### src/rtl/dmem_arbiter.sv
// Arbitrates the single DataMemory between the core LSU port and a debug/loader port.
// Core wins by default; a saturating wait counter forces a debug grant after MAX_WAIT losses.
module dmem_arbiter #(
    parameter int ADDR_W   = 32,
    parameter int DATA_W   = 32,
    parameter int MAX_WAIT = 4,
    parameter int CNT_W    = 16
) (
    input  logic              clk,
    input  logic              reset,
    input  logic              core_cs,
    input  logic              core_we,
    input  logic [3:0]        core_mask,
    input  logic [ADDR_W-1:0] core_addr,
    input  logic [DATA_W-1:0] core_wdata,
    output logic [DATA_W-1:0] core_rdata,
    output logic              core_stall,
    input  logic              dbg_req,
    input  logic              dbg_we,
    input  logic [3:0]        dbg_mask,
    input  logic [ADDR_W-1:0] dbg_addr,
    input  logic [DATA_W-1:0] dbg_wdata,
    output logic              dbg_ack,
    output logic [DATA_W-1:0] dbg_rdata,
    output logic              mem_cs,
    output logic              mem_we,
    output logic [3:0]        mem_mask,
    output logic [ADDR_W-1:0] mem_addr,
    output logic [DATA_W-1:0] mem_wdata,
    input  logic [DATA_W-1:0] mem_rdata,
    output logic [CNT_W-1:0]  stall_count
);

    localparam int WAIT_W = $clog2(MAX_WAIT + 1);
    localparam logic [WAIT_W-1:0] WAIT_MAX = WAIT_W'(MAX_WAIT);

    typedef enum logic [1:0] {
        S_IDLE = 2'd0,
        S_WAIT = 2'd1,
        S_ACK  = 2'd2
    } state_t;

    state_t             state_q, state_d;
    logic [WAIT_W-1:0]  wait_q, wait_d;
    logic [DATA_W-1:0]  rdata_q, rdata_d;
    logic [CNT_W-1:0]   stall_q, stall_d;
    logic               grant_dbg;
    logic               grant_core;

    // ACK blocks re-granting a request the master has not yet dropped.
    assign grant_dbg  = dbg_req && (state_q != S_ACK) && (!core_cs || (wait_q == WAIT_MAX));
    assign grant_core = core_cs && !grant_dbg;

    assign core_rdata  = mem_rdata;
    assign core_stall  = core_cs && grant_dbg;
    assign dbg_ack     = (state_q == S_ACK);
    assign dbg_rdata   = rdata_q;
    assign stall_count = stall_q;

    always_comb begin
        mem_cs    = 1'b0;
        mem_we    = 1'b0;
        mem_mask  = 4'b0000;
        mem_addr  = core_addr;
        mem_wdata = core_wdata;
        if (grant_dbg) begin
            mem_cs    = 1'b1;
            mem_we    = dbg_we;
            mem_mask  = dbg_mask;
            mem_addr  = dbg_addr;
            mem_wdata = dbg_wdata;
        end else if (grant_core) begin
            mem_cs    = 1'b1;
            mem_we    = core_we;
            mem_mask  = core_mask;
        end
    end

    always_comb begin
        state_d = state_q;
        wait_d  = wait_q;
        rdata_d = rdata_q;
        stall_d = stall_q;
        case (state_q)
            S_ACK: state_d = S_IDLE;
            default: begin
                if (grant_dbg) begin
                    state_d = S_ACK;
                    wait_d  = '0;
                    if (!dbg_we) rdata_d = mem_rdata;
                end else if (dbg_req) begin
                    state_d = S_WAIT;
                    if (wait_q != WAIT_MAX) wait_d = wait_q + WAIT_W'(1);
                end else begin
                    state_d = S_IDLE;
                    wait_d  = '0;
                end
            end
        endcase
        if (core_stall && (stall_q != {CNT_W{1'b1}})) stall_d = stall_q + CNT_W'(1);
    end

    always_ff @(posedge clk or negedge reset) begin
        if (!reset) begin
            state_q <= S_IDLE;
            wait_q  <= '0;
            rdata_q <= '0;
            stall_q <= '0;
        end else begin
            state_q <= state_d;
            wait_q  <= wait_d;
            rdata_q <= rdata_d;
            stall_q <= stall_d;
        end
    end

endmodule

### config.mk
export PLATFORM = sky130hd
export DESIGN_NAME = dmem_arbiter
export DESIGN_NICKNAME = d
export VERILOG_FILES = /design/src/rtl/dmem_arbiter.sv
export SDC_FILE = /design/constraint.sdc
export NUM_CORES = 1
export LEC_CHECK = 0
export BUFFER_PORTS_ARGS = -buffer_cell sky130_fd_sc_hd__clkbuf_2
export CAP_MARGIN = 40
export CORE_AREA = 3 3 124 126
export DETAILED_ROUTE_END_ITERATION = 7
export DIE_AREA = 0 0 127 129
export GPL_ROUTABILITY_DRIVEN = 0
export GPL_TIMING_DRIVEN = 0
export PLACE_DENSITY_LB_ADDON = 0.12
export SLEW_MARGIN = 40
export SYNTH_ARGS = -nofsm -noshare
export SYNTH_HDL_FRONTEND = slang
export SYNTH_SLANG_ARGS = --single-unit
### constraint.sdc
create_clock -name clk -period 1.7 [get_ports clk]
set_input_delay 0.34 -clock clk [delete_from_list [all_inputs] [get_ports clk]]
set_output_delay 0.34 -clock clk [all_outputs]
set_load 0.005 [all_outputs]
-- Yosys cells after proc, flatten, opt, wreduce, memory -nomap -nowiden
Cells that the tools add are included.
W data, S select, Z words.
- output and inout port bits: 152
- word-level logic and storage cells: 38
- register bits: 53
- bits of input ports: 174
- reduce and logical (&&, ||, !) cells: 10
- equal/unequal tests: 6
- bitwise logic cells: 2
- mux-type cells: 14
- $add $sub $neg: 2
- operator list (operator ; count):
    $mux W32 ; 2
    $add A16 B1 Y16 const B ; 1
    $ne A16 B16 Y1 const B ; 1
    $mux W3 ; 3
    $mux W4 ; 2
    $logic_and A1 B1 Y1 ; 5
    $mux W1 ; 5
    $mux W2 ; 2
    $add A3 B1 Y3 const B ; 1
    $eq A3 B3 Y1 const B ; 1
    $ne A3 B1 Y1 const B ; 1
    $ne A3 B3 Y1 const B ; 1
    $reduce_and A3 Y1 ; 1
    $eq A2 B2 Y1 const B ; 1
    $logic_not A1 Y1 ; 2
    $ne A2 B2 Y1 const B ; 1
    $not A1 Y1 ; 2
    $reduce_and A2 Y1 ; 1
    $logic_or A1 B1 Y1 ; 1

-- Depth between registers and ports, before layout
- word-level depth: 7
- gate-level depth with buffers: 9
- depth with buffers taken out: 8

-- Least setup slack after synthesis
No wires, ideal clock.
- path type: flip-flop to output port
- start point: register wait_q[0]
- end point: output port mem_addr[21]
- data required time: 1.360 ns
- arrival: 1.480 ns
- buffers on the path: 2
- cell stages (with the launch flop): 10
- setup slack: -0.120 ns
- cell sequence: dfrtp_1 inv_1 ha_1 nand2_1 nand2_1 nand3_2 buf_2 buf_1 nand2_1 nand2_1
- cells in the longest elaborated chain, start to end: 4
- RTL lines (item ; RTL line ; source):
    from (decl) ; 44 ; logic [WAIT_W-1:0] wait_q, wait_d;
    from (signal assigned) ; 111 ; wait_q <= wait_d;
    $eq A3 B3 Y1 ; 51 ; assign grant_dbg = dbg_req && (state_q != S_ACK) && (!core_cs || (wait_q == WAIT_MAX));
    $logic_or A1 B1 Y1 ; 51 ;
    $logic_and A1 B1 Y1 ; 51 ;
    $mux W32 ; 66 ; if (grant_dbg) begin
    to (decl) ; 28 ; output logic [ADDR_W-1:0] mem_addr,
No other way between the ends.

-- Worst setup path in the final report
- start point: register wait_q[1]
- end point: output port mem_addr[0]
The elaborated chain is that of the path after synthesis.

==> flow_summary.json <==
{
  "cts_tree": "done",
  "wirelength_um": 14900,
  "cp.required_ns": 1.36,
  "first_pass_iters": 4,
  "track_usage": 0.154,
  "root_buffer": "clkbuf_16",
  "wl_met3_um": 968,
  "cts_buffer_depth": 2,
  "ys_ff_latch": 53,
  "cts.sinks": 53,
  "numCtsBuffers": 5,
  "vdd_drop_max_mv": 0.486,
  "place_area_mm2": 0.00516,
  "wl_per_cell_um": 15.5,
  "drv_cap": 0,
  "fp.dieW_um": 127,
  "highest_layer": "met4",
  "hp-class": "in -> async",
  "post-dp-hpwl_um": 11700,
  "rows": 44,
  "ys_types": 31,
  "cp_max_fo": 6,
  "area_growth_pct": 91.1,
  "synth_area_leaders": "dfrtp_1 (40%), nand2_1 (24%), mux2_2 (11%)",
  "startpoint_type": "flip-flop",
  "tightestPinTransition_ns": 0.689,
  "yosysSeqAreaShare": 0.402,
  "grt_pass1_wl_um": 19900,
  "drtIter0Drc": 160,
  "synth_cells": 418,
  "cts.hold.buffers_added": 0,
  "end_kind": "primary output",
  "period_needed_ns": 2.09,
  "syn_nets": 595,
  "portBuffers": 324,
  "finalWorstSetupSlack_ns": -0.386,
  "ys.flop_type": "dfrtp_1",
  "clkSlewWorstSetupHoldPaths_ns": 0.07,
  "ioPinCount": 326,
  "finalHoldViolations": 0,
  "postSynthAreaPerCell_um2": 7.90,
  "setup_viol": 117,
  "rsz0062_at_grt": "true",
  "synth_edf_count": 0,
  "grt_pass1_vias": 3686,
  "h-tree-depth": 2,
  "gr-total-overflow": 0,
  "synth_top_cell_by_area": "dfrtp_1",
  "ys_warn_count": 0,
  "power.density_mw_per_mm2": 663,
  "violations": "negative setup slack",
  "die_h_um": 129,
  "timing.fmax_mhz": 479,
  "synthTopCellsByCount": "nand2_1 (215), dfrtp_1 (53), buf_4 (32), mux2_2 (32), nand3_1 (13)",
  "p_leak_nw": 3.69,
  "arrival_ns": 1.75,
  "syn_area_mm2": 0.00330,
  "dieArea_mm2": 0.0164,
  "async_flop_share": 1.00,
  "n_antenna_cell": 0,
  "report.final.slew_viol_count": 0,
  "drive_gt1_frac": 0.647,
  "slew_headroom": 0.540,
  "status": "complete, but fails checks",
  "synth.most_common_cell": "nand2_1",
  "power_w": 0.00418,
  "nNetsFinal": 954,
  "start_util": 0.229,
  "drc": 0,
  "synthDominantCellAreaShare": 0.402,
  "vias": 4142,
  "core_mm2": 0.0144,
  "clk_latency_ns": 0.29,
  "clock_skew_ns": 0.00672,
  "crit_type": "reg -> out",
  "fin_crit_sh": 1.23,
  "design_area_mm2": 0.00631,
  "wirelength_met1_um": 5650,
  "viasPerCell": 4.31,
  "antenna_left": 0,
  "antenna_found_initial": 0,
  "wl_met2_um": 8030,
  "grt_max_degree": 54
}
## state kept, by name, indices dropped and copies added, names as in the netlist
signal / flops
dbg_rdata: 32
stall_count: 16
state_q: 2
wait_q: 3
## what timing repair did
action,4_1_cts,5_1_grt
buffers inserted,8,9
endpoints found under the hold margin,0,0
cloned,1,11
pin swaps,10,38
gates resized for setup,58,156
setup endpoints to repair,114,117
## critical path: stages, from the launching register on
cell and delay (ns):
dfrtp_1 0.39, inv_2 0.09, ha_4 0.14, nand2_4 0.05
nand2_4 0.09, nand3_4 0.17, inv_8 0.16, clkbuf_16 0.16
nand2_2 0.04, nand2_1 0.07, clkbuf_2 0.11
## worst paths after layout
| path | start | to | slack [ns] | cells after the start |
|---|---|---|---|---|
| hold reg to reg | stall_count[7] | stall_count[7] | 0.49 | 1 |
| min in group clk | mem_rdata[11] | dbg_rdata[11] | 0.29 | 2 |
| setup / recovery | wait_q[1] | mem_addr[0] | -0.39 | 10 |
| setup reg to reg | wait_q[1] | stall_count[5] | -0.33 | 10 |
| hold / removal | reset | stall_count[12] | 0.09 | 1 |
| max in group asynchronous | reset | dbg_rdata[6] | 1.14 | 1 |
## cell usage in the layout, fill, tap and decap left out, drive strengths merged, types with 2 or more instances in the layout
cell type  Yosys  routed
nand2        215     215
inv            7       8
and3           3       3
nor2           4       4
nand2b         2       2
dfrtp         53      53
nand4          6       6
buf           38      93
a21boi         1       2
nand3         14      15
xor2           3       3
o21ai          5       5
ha             3       3
mux2          36      36
clkbuf        12     313
xnor2          9       9
## logic make-up (layout without fill, tap and decap cells)
kind of cell               count (synthesis)  after routing  synth area share
muxes                                     36             36             0.124
DFF                                       53             53             0.402
buffers and inverters                     57            415             0.103
and+or+nand+nor                          250            251             0.313
adders and majority gates                  3              3            0.0114
xor gates and xnor gates                  12             12            0.0318
AOI/OAI and AO/OA                          7              8            0.0148
## cell type report
cell class / instances / area, um2
multi-input combinational: 310 / 2000
sequential: 53 / 1330
tap: 184 / 230
clock buffer: 7 / 153
buffer: 49 / 475
clock inverter: 1 / 8.76
timing repair buffer: 350 / 2060
timing repair inverter: 1 / 11.3
fill: 1461 / 8120
inverter: 7 / 38.8
## power breakdown
| group | switching (W) | internal [W] | total, W |
|---|---|---|---|
| Combinational | 0.000643 | 0.000889 | 0.00153 |
| Clock | 0.000473 | 0.000633 | 0.00111 |
| Sequential | 0.000101 | 0.00144 | 0.00154 |
| Total | 0.00122 | 0.00296 | 0.00418 |
## layer usage
metal / up-vias / track usage
met5: - / 0
met4: 0 / 0.0391
met3: 13 / 0.0282
met2: 177 / 0.288
met1: 1935 / 0.182
li1: 2017 / -
## through the flow
step	hold slack, ns	worst slack [ns]	setup TNS (ns)	util	std cells
floorplan	0.0444	-0.0153	-1.36	-	418
global placement	0.472	-0.634	-51.98	0.358	926
detailed placement	0.482	-0.648	-53.71	0.358	926
CTS	0.163	-0.450	-41.64	0.387	943
global route	0.140	-0.474	-42.53	0.437	962
finish	0.0860	-0.386	-31.41	0.437	962
(Power assumes the default switching activity.)
